--- config.mk ---
export PLATFORM = sky130hd
export DESIGN_NAME = writeback_stage
export DESIGN_NICKNAME = d
export VERILOG_FILES = /design/src/rtl/writeback_stage.sv
export SDC_FILE = /design/constraint.sdc
export NUM_CORES = 1
export LEC_CHECK = 0
export CAP_MARGIN = 15
export CORE_ASPECT_RATIO = 2
export CORE_MARGIN = 4
export CORE_UTILIZATION = 43
export CTS_BUF_LIST = sky130_fd_sc_hd__clkbuf_4 sky130_fd_sc_hd__clkbuf_8
export CTS_CLUSTER_DIAMETER = 150
export DETAILED_ROUTE_END_ITERATION = 10
export PLACE_DENSITY = 0.92
export SLEW_MARGIN = 20
export SYNTH_ARGS = -nofsm -noshare
export SYNTH_HDL_FRONTEND = slang
export SYNTH_SLANG_ARGS = --single-unit
--- constraint.sdc ---
create_clock -name clk -period 2.1 [get_ports clk]
set_input_delay 0.42 -clock clk [delete_from_list [all_inputs] [get_ports clk]]
set_output_delay 0.42 -clock clk [all_outputs]
set_load 0.02 [all_outputs]
--- src/rtl/writeback_stage.sv ---
// Final pipeline stage: commits one instruction per cycle to the register file, bypass and retire port.
// Optional retired-instruction counter is built when WB_RETIRE_COUNTER_EN is defined.
module writeback_stage #(
    localparam int ADDR_WIDTH              = 32,
    localparam int DATA_WIDTH              = 32,
    localparam int REGISTER_INDEXING_WIDTH = $clog2(32)
) (
    input  logic                               clk,
    input  logic                               rst_n,
    input  logic                               prev_done,
    output logic                               stall_prev,
    input  logic [ADDR_WIDTH-1:0]              program_count_in,
    input  logic                               program_count_valid_in,
    input  logic                               environment_in,
    input  logic                               opcode_legal_in,
    input  logic [REGISTER_INDEXING_WIDTH-1:0] write_register_in,
    input  logic                               write_register_valid_in,
    input  logic [DATA_WIDTH-1:0]              result_data_in,
    input  logic                               result_data_valid_in,
    output logic                               reg_write_en,
    output logic [REGISTER_INDEXING_WIDTH-1:0] reg_write_index,
    output logic [DATA_WIDTH-1:0]              reg_write_data,
    output logic                               bypass_valid,
    output logic [REGISTER_INDEXING_WIDTH-1:0] bypass_index,
    output logic [DATA_WIDTH-1:0]              bypass_data,
    output logic                               retire_pulse,
    output logic [ADDR_WIDTH-1:0]              retire_pc,
    output logic                               trap,
    output logic [1:0]                         trap_cause,
    output logic [ADDR_WIDTH-1:0]              trap_pc,
    output logic [1:0]                         state_dbg
`ifdef WB_RETIRE_COUNTER_EN
    ,
    output logic [63:0]                        retire_count
`endif
);

    // Handshake: a transfer happens on a rising edge where prev_done is high and
    // stall_prev is low; the stage then holds that instruction for exactly one cycle.
    typedef enum logic [1:0] {
        EMPTY  = 2'd0,
        HOLD   = 2'd1,
        HALTED = 2'd2
    } state_t;

    state_t                             state;
    logic [ADDR_WIDTH-1:0]              pc_q;
    logic                               env_q;
    logic                               legal_q;
    logic [REGISTER_INDEXING_WIDTH-1:0] idx_q;
    logic                               idx_valid_q;
    logic [DATA_WIDTH-1:0]              data_q;
    logic                               data_valid_q;

    logic       trap_now;
    logic [1:0] trap_code;
    logic       commit;
    logic       transfer_prev;
    logic       unused_pc_valid;

    assign unused_pc_valid = program_count_valid_in;

    always_comb begin
        trap_now  = 1'b0;
        trap_code = 2'd0;
        if (state == HOLD) begin
            if (!legal_q) begin
                trap_now  = 1'b1;
                trap_code = 2'd0;
            end else if (env_q) begin
                trap_now  = 1'b1;
                trap_code = 2'd1;
            end else if (idx_valid_q && idx_q != '0 && !data_valid_q) begin
                trap_now  = 1'b1;
                trap_code = 2'd2;
            end
        end
    end

    assign commit        = (state == HOLD) && !trap_now;
    assign stall_prev    = !rst_n || (state == HALTED) || ((state == HOLD) && trap_now);
    assign transfer_prev = prev_done && !stall_prev;

    // x0 destinations retire without writing.
    assign reg_write_en    = commit && idx_valid_q && (idx_q != '0);
    assign reg_write_index = commit ? idx_q : '0;
    assign reg_write_data  = commit ? data_q : '0;
    assign bypass_valid    = reg_write_en;
    assign bypass_index    = reg_write_index;
    assign bypass_data     = reg_write_data;
    assign retire_pulse    = commit;
    assign retire_pc       = commit ? pc_q : '0;
    assign state_dbg       = state;

    always_ff @(posedge clk or negedge rst_n) begin
        if (!rst_n) begin
            state        <= EMPTY;
            pc_q         <= '0;
            env_q        <= 1'b0;
            legal_q      <= 1'b0;
            idx_q        <= '0;
            idx_valid_q  <= 1'b0;
            data_q       <= '0;
            data_valid_q <= 1'b0;
            trap         <= 1'b0;
            trap_cause   <= 2'd0;
            trap_pc      <= '0;
        end else begin
            case (state)
                HALTED: state <= HALTED;
                default: begin
                    if (trap_now) begin
                        state      <= HALTED;
                        trap       <= 1'b1;
                        trap_cause <= trap_code;
                        trap_pc    <= pc_q;
                    end else if (transfer_prev) begin
                        state        <= HOLD;
                        pc_q         <= program_count_in;
                        env_q        <= environment_in;
                        legal_q      <= opcode_legal_in;
                        idx_q        <= write_register_in;
                        idx_valid_q  <= write_register_valid_in;
                        data_q       <= result_data_in;
                        data_valid_q <= result_data_valid_in;
                    end else begin
                        state <= EMPTY;
                    end
                end
            endcase
        end
    end

`ifdef WB_RETIRE_COUNTER_EN
    always_ff @(posedge clk or negedge rst_n) begin
        if (!rst_n) begin
            retire_count <= '0;
        end else if (retire_pulse) begin
            retire_count <= retire_count + 64'd1;
        end
    end
`endif

endmodule

Word level (Yosys, flattened, before mapping)

Cells that the tools add are included.

Output and inout port bits: 147
Flip-flop bits (word level): 110
Logic and storage cells: 45

Bitwise logic cells: 2
Multiplexer cells: 14
Reductions and logical operators: 16
Equality and inequality tests: 2

Operator list:

| operator           | count |
|---|---|
| $mux 32            | 2 |
| $mux 2             | 6 |
| $logic_and 1x1->1  | 7 |
| $mux 1             | 5 |
| $mux 5             | 1 |
| $reduce_bool 5->1  | 1 |
| $logic_not 1->1    | 4 |
| $reduce_and 3->1   | 1 |
| $eq 2x1->1 const B | 1 |
| $eq 2x2->1 const B | 1 |
| $logic_or 1x1->1   | 2 |
| $not 1->1          | 2 |
| $reduce_and 2->1   | 1 |

Logic depth before layout (Yosys ltp)

Gate-level depths: netlist (run 1).

Depth in word-level cells: 14
Mapped depth: 6
Depth with buffers taken out: 4

Least setup slack after synthesis (run 1)

OpenSTA, ideal clock, no wires.

Kind: register -> output
Start point: reg state[1], in the netlist state_dbg[1]
End point: out reg_write_data[0]
Path buffers: 2
Setup slack: -0.120 ns
Data arrival time: 1.800 ns
Stages on the path, launching flop included: 6
Cells stage by stage: dfrtp_1 -> and2b_1 -> nor3b_2 -> clkbuf_1 -> and2_1 -> buf_4

Longest elaborated chain between the ends: 5

RTL lines:

| what                   | line   | RTL |
|---|---|---|
| start, declared        | 46     | `state_t state;` |
| start signal, assigned | 97     | `state <= EMPTY;` |
| start signal, assigned | 110    | `HALTED: state <= HALTED;` |
| start signal, assigned | 113    | `state <= HALTED;` |
| $eq 2x1->1 *           | 66, 80 |  |
| $mux 1                 | 66     | `if (state == HOLD) begin` |
| $logic_not 1->1        | 80     | `assign commit = (state == HOLD) && !trap_now;` |
| $logic_and 1x1->1 *    | 80     |  |
| $mux 32 *              | 87     | `assign reg_write_data = commit ? data_q : '0;` |
| end, declared          | 22     | `output logic [DATA_WIDTH-1:0] reg_write_data,` |

Every way passes the cells marked *; elsewhere a longest branch is shown, timed or not.

Final worst setup path (run 1)

Start point: reg idx_q[0]
End point: out reg_write_data[13]

Longest elaborated chain between the ends: 10

RTL lines:

| what                           | line | RTL |
|---|---|---|
| start, declared                | 50   | `logic [REGISTER_INDEXING_WIDTH-1:0] idx_q;` |
| start signal, assigned         | 122  | `idx_q <= write_register_in;` |
| $reduce_bool 5->1              | 73   | `end else if (idx_valid_q && idx_q != '0 && !data_valid_q) begin` |
| $logic_and 1x1->1 (2 in a row) | 73   |  |
| $mux 1                         | 73   |  |
| $mux 1                         | 70   | `end else if (env_q) begin` |
| $mux 1                         | 67   | `if (!legal_q) begin` |
| $mux 1                         | 66   |  |
| $logic_not 1->1                | 80   |  |
| $logic_and 1x1->1              | 80   |  |
| $mux 32                        | 87   |  |

No other way between the ends.

==> implementation parameters, run 1 <==
Parameter                              Value

Placement
  Post-detailed-placement half-perimeter wirelength    10.1 mm
  Post-Place Setup Slack    -490 ps
  Port Buf Inserts    222
  Placed insts    692
  Routability cong.    0.794

Setup path
  Start point of the critical path    idx_q[0]
  Critical Path Fanout Max    19
  CP required    1680 ps
  Arr. time, crit path    2090 ps
  Buf/Inv on CP    3
  Cell at the slowest stage of the critical path    dfrtp_1
  Critical path capture point type    primary output
  Delay of the slowest cell on the worst path    430 ps
  Nature of the critical path startpoint    flip-flop
  R2R Path Start    idx_q[0]
  Critical path's most frequent cell    buf_4
  Top cell family by delay on the critical path    simple AND/OR/NAND/NOR gates
  Setup Crit Path Kind    reg -> out
  Worst path cell trace    nor3_4, a21boi_2, nor3b_4, buf_4, clkbuf_16, and2_2, buf_4

Synth
  Seq cells post-synth    110
  Count of distinct cell types in the synthesized netlist    24
  Share of the yosys chip area belonging to registers    55.7%
  Average footprint of a synthesized cell    13.6 um^2
  Most frequent cells after synthesis    110 x dfrtp_1, 69 x and2_1, 59 x mux2_1, 46 x mux2_2, 42 x buf_4
  Share of async-settable or async-resettable flops after synthesis    100%
  Yosys top cell area share    55.7%
  Area contributors post-synth    dfrtp_1 56%, mux2_1 13%, mux2_2 10%
  Post-Syn Area    4940 um^2
  Count leader, synth    dfrtp_1
  Post-Syn Nets    440
  Count of flip-flops with a built-in enable after synthesis    0
  Synth warnings    0
  Most used flip-flop cell after synthesis    dfrtp_1
  Synthesized instance count    363
  Cell taking the most area after synthesis    dfrtp_1

Timing
  Final hold slack    90.9 ps
  Worst Skew    14.7 ps
  Fmax    398 MHz
  Final setup viols    110
  Max-slew violation total from the final report    0
  Number of hold violations in the final report    0
  Final critical-path required period    2510 ps
  Transition time of the tightest slew-check pin    739 ps
  RSZ-0062 raised after global routing    yes
  Slack of the critical path    -414 ps
  Worst max-slew margin expressed relative to the limit    50.7%
  Final worst-path cycle share    120%

Die
  Ports placed on the boundary    224
  Starting utilization of the core area    43.8%
  Area of the die    13400 um^2
  Floorplan core area    11300 um^2
  Chip Height    160 um
  Site row count    55
  Width of the chip    83.8 um

CTS
  Number of clock sinks seen by CTS    110
  Clock latency on the worst-skew pair    360 ps
  Cell at the root of the clock tree    clkbuf_8
  Number of buffers on the longest clock path    2
  Total clock buffers created by CTS    9
  Hold buffer count at cts    0
  H-Tree Level Count    3
  CTS tree    built
  Clk pin slew, worst setup/hold paths    100 ps

Routing
  Detailed-routing iteration count for the pre-antenna-repair pass    4
  Vias per cell    4.88
  Routed WL per cell    19.0 um
  Number of design-rule violations left by the first detailed-router iteration    115
  Via count of the routed design    3497
  Post-detailed-route count of antenna-violating nets    0
  DRC    0
  Total Routed Length    13.7 mm

Global route
  Congestion Overflow GR    0
  Met1 track demand over resource in global routing    19.1%
  GRT met3 Usage    6.11%
  Top Usage Layer GRT    met2
  Maximum number of pins on one net before global-route repair    83
  GR Util met2    36.8%
  Via count of the first global-routing pass    3917
  Number of antenna violations at the first check in global routing    1
  Wire length of the first global-routing pass    20.6 mm
  GRT Total Usage    19.6%

Run status
  Outcome    finished, violations left
  Failing checks    setup timing

Min path
  Class of the most critical hold timing path    in -> async

Power and ir drop
  Max rail drop VDD    0.858 mV
  Leakage power    3.42 nW
  Ratio of total power to cell area    1160 nW/um^2

Layout
  Non-filler instance count after layout    717
  Post-synthesis to final-layout area growth    52.1%
  Final Net Count    646
  Fraction of final layout cells sized beyond drive strength 1    45.8%

Run
  Number of maximum-capacitance violations    0
## what timing repair did
action / in CTS / in global routing
gates cloned: 0 / 4
buffers inserted: 1 / 3
resized for setup: 473 / 152
setup endpoints to repair: 110 / 205
pin swaps: 2 / 9
## layout by cell type, fill, tap and decap left out, types with 2 or more instances in the layout
cell type,instances
and2_1,15
and2_2,30
and2_4,24
buf_12,6
buf_4,82
buf_6,47
clkbuf_16,3
clkbuf_4,2
clkbuf_8,10
clkdlybuf4s50_1,111
dfrtp_1,110
mux2_1,59
mux2_2,46
nand2_1,2
nand2b_1,3
nand3_1,2
nor2b_1,2
## state kept, by name, indices dropped and copies added, names as in the netlist
signal,flops
data_q,32
data_valid_q,1
env_q,1
idx_q,5
idx_valid_q,1
legal_q,1
pc_q,32
state_dbg,2
trap,1
trap_cause,2
trap_pc,32
## metal layers
| layer | wire, um | vias to the layer above | share of wire (%) |
|---|---|---|---|
| li1 | - | 1582 | - |
| met1 | 4360 | 1741 | 32 |
| met2 | 7890 | 141 | 58 |
| met3 | 852 | 33 | 6.2 |
| met4 | 559 | 0 | 4.1 |
| met5 | 0 | - | 0 |
## through the flow
stage	TNS (ps)	cell area, um^2	total power, mW	util, %
final	-37020	7510	8.69	66.6
after global routing	-48500	7510	9.21	66.6
after CTS	-35780	7200	8.60	63.8
after detailed placement	-47360	7200	7.31	63.8
after global placement	-41730	7200	7.06	63.8
after floorplan	0	4990	5.59	-
## logic make-up (layout without fill, tap and decap cells)
kind of cell	count (synthesis)	count (layout)	synth area share, %
AOI/OAI and AO/OA	7	7	1.22
muxes	105	105	23.9
DFF	110	110	55.7
other	0	1	0
buffers and inverters	57	268	8.49
and+or+nand+nor	84	84	10.6
## final cells by class
type | count | area [um^2]
well taps | 142 | 178
multi-input cells | 196 | 1900
inverters | 1 | 3.75
repair buffers | 251 | 2470
flip-flops and latches | 110 | 2750
fillers | 886 | 3770
clock buffers | 12 | 153
diodes | 1 | 2.50
clock inverters | 4 | 55.1
## power breakdown
group	internal, mW	total, mW	switching, mW
clock	0.619	1.31	0.689
sequential	3.18	3.80	0.623
combinational	1.98	3.58	1.59
## final timing paths
| path | end | slack, ps | depth (start not counted) |
|---|---|---|---|
| max | reg_write_data[13] | -410 | 7 |
| max in group asynchronous | pc_q[3] | 1370 | 2 |
| max reg2reg | data_q[25] | 100 | 8 |
| min reg2reg | trap | 480 | 1 |
| min in group clk | trap | 480 | 1 |
| min | data_q[10] | 90 | 2 |
(Power assumes the default switching activity.)
==> run 2: changes to the inputs <==
Settings changed: CORE_UTILIZATION 43 to 55, DONT_BUFFER_PORTS set to 1, PLACE_DENSITY 0.92 to 0.79.
==> implementation parameters, run 2 (synthesis results as in run 1) <==
Parameter                              Value

Timing
  Final setup viols    108 (was 110)
  Final critical-path required period    2340 ps (was 2510 ps)
  Worst max-slew margin expressed relative to the limit    77.9% (was 50.7%)
  RSZ-0062 raised after global routing    yes (unchanged)
  Worst Skew    16.7 ps (was 14.7 ps)
  Final hold slack    -272 ps (was 90.9 ps)
  Number of hold violations in the final report    110 (was 0)
  Final setup TNS    -22760 ps (was -37020 ps)
  Transition time of the tightest slew-check pin    328 ps (was 739 ps)
  Max-slew violation total from the final report    0 (unchanged)
  Final worst-path cycle share    111% (was 120%)
  Fmax    428 MHz (was 398 MHz)
  Slack of the critical path    -239 ps (was -414 ps)

CTS
  Clk pin slew, worst setup/hold paths    120 ps (was 100 ps)
  Cell at the root of the clock tree    clkbuf_8 (unchanged)
  Total clock buffers created by CTS    9 (unchanged)
  CTS tree    built (unchanged)
  Clock latency on the worst-skew pair    370 ps (was 360 ps)
  Number of clock sinks seen by CTS    110 (unchanged)
  H-Tree Level Count    3 (unchanged)
  Number of buffers on the longest clock path    2 (unchanged)

Setup path
  CP required    1680 ps (about the same)
  Critical path capture point type    primary output (unchanged)
  Worst reg2reg path endpoint    trap_pc[3] (was data_q[25])
  Arr. time, crit path    1920 ps (was 2090 ps)
  Worst R2R Setup Slack    120 ps (was 100 ps)
  Delay of the slowest cell on the worst path    430 ps (about the same)
  Start point of the critical path    idx_q[0] (unchanged)
  Top cell family by delay on the critical path    simple AND/OR/NAND/NOR gates (unchanged)
  Critical Path Fanout Max    20 (was 19)
  Worst path cell trace    nor3_4, a21boi_2, nor3b_4, buf_6, clkbuf_16, and2_4 (was nor3_4, a21boi_2, nor3b_4, buf_4, clkbuf_16, and2_2, buf_4)
  Nature of the critical path startpoint    flip-flop (unchanged)
  Buf/Inv on CP    2 (was 3)
  Depth of the most critical reg-to-reg path    8 (unchanged)
  Setup Crit Path Kind    reg -> out (unchanged)
  Cell at the slowest stage of the critical path    dfrtp_1 (unchanged)
  WP depth    6 (was 7)
  CP Capture Point    bypass_data[16] (was reg_write_data[13])
  R2R Path Start    idx_q[0] (unchanged)

Run status
  Outcome    finished, violations left (unchanged)
  Failing checks    hold timing, setup timing (was setup timing)

Routing
  Post-detailed-route count of antenna-violating nets    0 (unchanged)
  DRC    0 (unchanged)
  Detailed-routed wire length on met2    5.42 mm (was 7.89 mm)
  Met3 routed WL    884 um (was 852 um)
  Vias per cell    5.73 (was 4.88)
  Via count of the routed design    2571 (was 3497)
  Met1 routed wirelength after detailed routing    3.22 mm (was 4.36 mm)
  Routed WL per cell    21.9 um (was 19.0 um)
  Total Routed Length    9.82 mm (was 13.7 mm)
  Detailed-routing iteration count for the pre-antenna-repair pass    4 (unchanged)
  Max layer used    met4 (unchanged)
  Number of design-rule violations left by the first detailed-router iteration    84 (was 115)

Global route
  Wire length of the first global-routing pass    14.7 mm (was 20.6 mm)
  Number of antenna violations at the first check in global routing    1 (unchanged)
  Via count of the first global-routing pass    2802 (was 3917)
  GRT Total Usage    18.5% (was 19.6%)
  Congestion Overflow GR    0 (unchanged)
  Maximum number of pins on one net before global-route repair    113 (was 83)

Placement
  Post-detailed-placement half-perimeter wirelength    7.08 mm (was 10.1 mm)
  Port Buf Inserts    0 (was 222)
  Instance area after placement    4900 um^2 (was 7200 um^2)
  Routability cong.    0.762 (was 0.794)

Power and ir drop
  Leakage power    2.36 nW (was 3.42 nW)
  Clock share of power    17.6% (was 15.1%)
  Sw Share    35.3% (was 33.4%)
  Cell internal power dissipation    4.88 mW (was 5.78 mW)
  Total chip power    7.55 mW (was 8.69 mW)
  Share of power burned in registers    57.0% (was 43.8%)
  Total net switching power    2.67 mW (was 2.90 mW)
  Ratio of total power to cell area    1410 nW/um^2 (was 1160 nW/um^2)
  Fraction of power consumed by combinational cells    25.4% (was 41.2%)
  Max rail drop VDD    0.734 mV (was 0.858 mV)

Die
  Width of the chip    75.0 um (was 83.8 um)
  Floorplan core area    8710 um^2 (was 11300 um^2)
  Area of the die    10700 um^2 (was 13400 um^2)
  Chip Height    142 um (was 160 um)
  Ports placed on the boundary    224 (unchanged)
  Starting utilization of the core area    56.7% (was 43.8%)
  Site row count    48 (was 55)

Layout
  Fillers    671 (was 886)
  Commonest non-fill, non-tap cell in the layout    dfrtp_1 (was clkdlybuf4s50_1)
  Fraction of final layout cells sized beyond drive strength 1    47.0% (was 45.8%)
  Final Net Count    419 (was 646)
  Area of all placed cells without fillers    5370 um^2 (was 7510 um^2)
  Post-synthesis to final-layout area growth    8.74% (was 52.1%)
  Largest registers    data_q: 32 flops, pc_q: 32 flops, trap_pc: 32 flops (unchanged)
  Leading cell types in the layout, fill and taps excluded    110 x dfrtp_1, 69 x and2_4, 59 x mux2_1, 46 x mux2_2, 12 x buf_4 (was 111 x clkdlybuf4s50_1, 110 x dfrtp_1, 82 x buf_4, 59 x mux2_1, 47 x buf_6)
  Final Util    61.7% (was 66.6%)

Run
  Number of maximum-capacitance violations    0 (unchanged)

Min path
  Class of the most critical hold timing path    in -> async (unchanged)
## run 2: cell types whose count changed in the layout (fill, tap and decap cells not counted), moves of 2 or more
cell,before,now
buf_12,6,4
inv_8,0,2
buf_6,47,6
and2_2,30,0
buf_4,82,12
clkdlybuf4s50_1,111,0
clkbuf_4,2,0
and2_4,24,69
clkbuf_16,3,1
and2_1,15,0
## run 2: metrics by stage
stage	setup WS, ps	cells
3_3_place_gp	-11.6	425
3_5_place_dp	-51.1	425
4_1_cts	-302	445
5_1_grt	-347	448
2_1_floorplan	37.6	363
6_report	-239	449
## run 2: cell type report
class	instances	area, um^2	share of cell area (%)
Tap cell	100	125	2.33
Inverter	1	3.75	0.0699
Clock buffer	10	138	2.56
Timing Repair Buffer	24	290	5.40
Antenna cell	2	5.00	0.0932
Clock inverter	6	77.6	1.44
Sequential cell	110	2750	51.2
Multi-Input combinational cell	196	1980	36.9
## run 2: power groups by stage
stage                     clock [mW]  combinational (mW)  sequential [mW]
after global routing            1.47                2.11             4.46
after global placement             0                1.74             4.24
after floorplan                    0                1.53             4.06
after detailed placement           0                1.83             4.30
final                           1.33                1.92             4.30
after CTS                       1.38                1.93             4.32
## run 2: worst min path at each step
stage	cells past startpoint	to	slack, ps
floorplan	0	data_q[0]	120
global placement	0	data_q[16]	130
detailed placement	0	data_q[11]	130
CTS	0	data_q[11]	-290
global route	0	data_q[11]	-310
finish	0	data_q[11]	-270
## run 2: routing by layer
layer  vias to the layer above  global-route usage [%]
li1                       1136                       -
met1                      1280                    19.3
met2                       137                    32.2
met3                        18                    6.36
met4                         0                    8.91
met5                         -                       0
## run 2: timing repair
item	CTS	global route
gates resized for setup	109	5
pin swaps	45	21
endpoints found under the hold margin	110	110
setup buffers	5	2
cloned	0	1
endpoints found under the setup margin	110	110
==> run 3: changes to the inputs <==
Settings changed: CORE_UTILIZATION 55 to 30, PLACE_DENSITY 0.79 to 0.53.
==> implementation parameters, run 3 (synthesis results as in run 1) <==
Parameter                              Value

Global route
  Via count of the first global-routing pass    2930 (was 2802)
  GRT met3 Usage    3.39% (was 6.36%)
  Wire length of the first global-routing pass    16.6 mm (was 14.7 mm)
  GR Util met2    20.1% (was 32.2%)
  GRT Total Usage    11.6% (was 18.5%)
  Met1 track demand over resource in global routing    12.0% (was 19.3%)
  Top Usage Layer GRT    met2 (unchanged)
  Congestion Overflow GR    0 (unchanged)
  Maximum number of pins on one net before global-route repair    113 (unchanged)
  Number of antenna violations at the first check in global routing    0 (was 1)

Routing
  Vias per cell    4.83 (was 5.73)
  Total Routed Length    11.8 mm (was 9.82 mm)
  Post-detailed-route count of antenna-violating nets    0 (unchanged)
  Routed WL per cell    21.1 um (was 21.9 um)
  Via count of the routed design    2703 (was 2571)
  DRC    0 (unchanged)
  Number of design-rule violations left by the first detailed-router iteration    68 (was 84)
  Detailed-routing iteration count for the pre-antenna-repair pass    4 (unchanged)

Timing
  Number of hold violations in the final report    110 (unchanged)
  Final setup viols    109 (was 108)
  Max-slew violation total from the final report    0 (unchanged)
  Final worst-path cycle share    113% (was 111%)
  Worst Skew    12.5 ps (was 16.7 ps)
  Fmax    422 MHz (was 428 MHz)
  Final critical-path required period    2370 ps (was 2340 ps)
  Final hold slack    -264 ps (was -272 ps)
  Worst max-slew margin expressed relative to the limit    78.2% (was 77.9%)
  Transition time of the tightest slew-check pin    324 ps (was 328 ps)
  RSZ-0062 raised after global routing    yes (unchanged)
  Final setup TNS    -24930 ps (was -22760 ps)
  Slack of the critical path    -269 ps (was -239 ps)

Layout
  Fraction of final layout cells sized beyond drive strength 1    50.6% (was 47.0%)
  Area of the multi-input gates    2000 um^2 (was 1980 um^2)
  Register Area    2750 um^2 (unchanged)
  Fillers    1611 (was 671)
  Area of all placed cells without fillers    5610 um^2 (was 5370 um^2)
  Largest registers    data_q: 32 flops, pc_q: 32 flops, trap_pc: 32 flops (unchanged)
  Post-synthesis to final-layout area growth    13.6% (was 8.74%)
  Commonest non-fill, non-tap cell in the layout    dfrtp_1 (unchanged)
  Final Util    34.7% (was 61.7%)
  Final Net Count    429 (was 419)
  Leading cell types in the layout, fill and taps excluded    110 x dfrtp_1, 60 x and2_4, 51 x mux2_1, 46 x mux2_2, 17 x buf_4 (was 110 x dfrtp_1, 69 x and2_4, 59 x mux2_1, 46 x mux2_2, 12 x buf_4)
  Total inserted antenna cells    0 (was 2)

Setup path
  Critical Path Fanout Max    5 (was 20)
  Setup Crit Path Kind    reg -> out (unchanged)
  Worst R2R Setup Slack    30 ps (was 120 ps)
  Depth of the most critical reg-to-reg path    8 (unchanged)
  Arr. time, crit path    1950 ps (was 1920 ps)
  Critical path capture point type    primary output (unchanged)
  CP required    1680 ps (about the same)
  Worst reg2reg path endpoint    data_q[16] (was trap_pc[3])
  R2R Path Start    idx_q[0] (unchanged)
  Nature of the critical path startpoint    flip-flop (unchanged)

Power and ir drop
  Fraction of power consumed by combinational cells    27.5% (was 25.4%)
  Sw Share    35.3% (about the same)
  Total chip power    7.75 mW (was 7.55 mW)
  Cell internal power dissipation    5.01 mW (was 4.88 mW)
  Clock share of power    16.5% (was 17.6%)
  Leakage power    2.43 nW (was 2.36 nW)
  Ratio of total power to cell area    1380 nW/um^2 (was 1410 nW/um^2)
  Max rail drop VDD    0.546 mV (was 0.734 mV)
  Share of power burned in registers    56.0% (was 57.0%)
  Total net switching power    2.74 mW (was 2.67 mW)

CTS
  Total clock buffers created by CTS    9 (unchanged)
  Number of buffers on the longest clock path    2 (unchanged)
  Cell at the root of the clock tree    clkbuf_8 (unchanged)
  Clk pin slew, worst setup/hold paths    100 ps (was 120 ps)
  H-Tree Level Count    3 (unchanged)
  CTS tree    built (unchanged)
  Clock latency on the worst-skew pair    370 ps (about the same)
  Number of clock sinks seen by CTS    110 (unchanged)

Die
  Starting utilization of the core area    30.5% (was 56.7%)
  Area of the die    18700 um^2 (was 10700 um^2)
  Width of the chip    98.7 um (was 75.0 um)
  Floorplan core area    16200 um^2 (was 8710 um^2)
  Site row count    66 (was 48)
  Ports placed on the boundary    224 (unchanged)
  Chip Height    189 um (was 142 um)

Min path
  Class of the most critical hold timing path    in -> async (unchanged)

Run status
  Failing checks    hold timing, setup timing (unchanged)
  Outcome    finished, violations left (unchanged)

Placement
  Port Buf Inserts    0 (unchanged)
  Post-detailed-placement half-perimeter wirelength    7.84 mm (was 7.08 mm)
  Instance area after placement    5040 um^2 (was 4900 um^2)
  Routability cong.    0.718 (was 0.762)

Run
  Number of maximum-capacitance violations    0 (unchanged)
run 3: worst max-delay path: stages, from the launching register on:
cell,delay [ps]
dfrtp_1,420
nor3_4,250
a21boi_2,110
nor3b_4,180
buf_6,170
buf_4,120
and3_4,210
buf_6,120
run 3: stage by stage:
step                      std cells  hold WS (ps)  setup WS (ps)
after floorplan                 363           124           37.6
after global placement          531           128          -90.7
after detailed placement        531           127           -128
after CTS                       551          -308           -345
after global routing            560          -318           -385
final                           560          -264           -269
run 3: worst max path at each step:
stage	startpoint	endpoint	slack [ps]	depth (start not counted)
final	idx_q[0]	reg_write_en	-270	7
after global routing	idx_q[3]	reg_write_data[2]	-380	7
after CTS	idx_q[4]	bypass_data[9]	-350	6
after detailed placement	idx_q[3]	reg_write_data[5]	-130	6
after global placement	idx_q[3]	reg_write_data[5]	-90	6
after floorplan	state_dbg[1]	reg_write_data[23]	40	5
run 3: metal layers:
metal	vias to the layer above	share of wire, %	wire [um]
met3	24	5.9	694
met2	138	57	6750
li1	1153	-	-
met4	0	3.8	446
met5	-	0	0
met1	1388	33	3950
run 3: final cells by class:
| cell class | count | area share (%) |
|---|---|---|
| tap | 204 | 4.55 |
| clock inverter | 3 | 0.825 |
| timing repair buffer | 34 | 7.20 |
| inverter | 1 | 0.0669 |
| sequential | 110 | 49.0 |
| multi-input combinational | 196 | 35.7 |
| clock buffer | 12 | 2.61 |
run 3: repair_timing:
action / 4_1_cts / 5_1_grt
resized for setup: 76 / 45
endpoints found under the setup margin: 110 / 168
setup buffers: 5 / 4
gates cloned: 0 / 5
pin swaps: 9 / 21
hold endpoints to repair: 110 / 110
run 3: power groups by stage:
stage | logic (mW) | registers [mW] | clock network, mW
finish | 2.13 | 4.34 | 1.28
global route | 2.31 | 4.49 | 1.46
CTS | 1.93 | 4.33 | 1.37
detailed placement | 1.84 | 4.33 | 0
global placement | 1.76 | 4.27 | 0
floorplan | 1.53 | 4.06 | 0
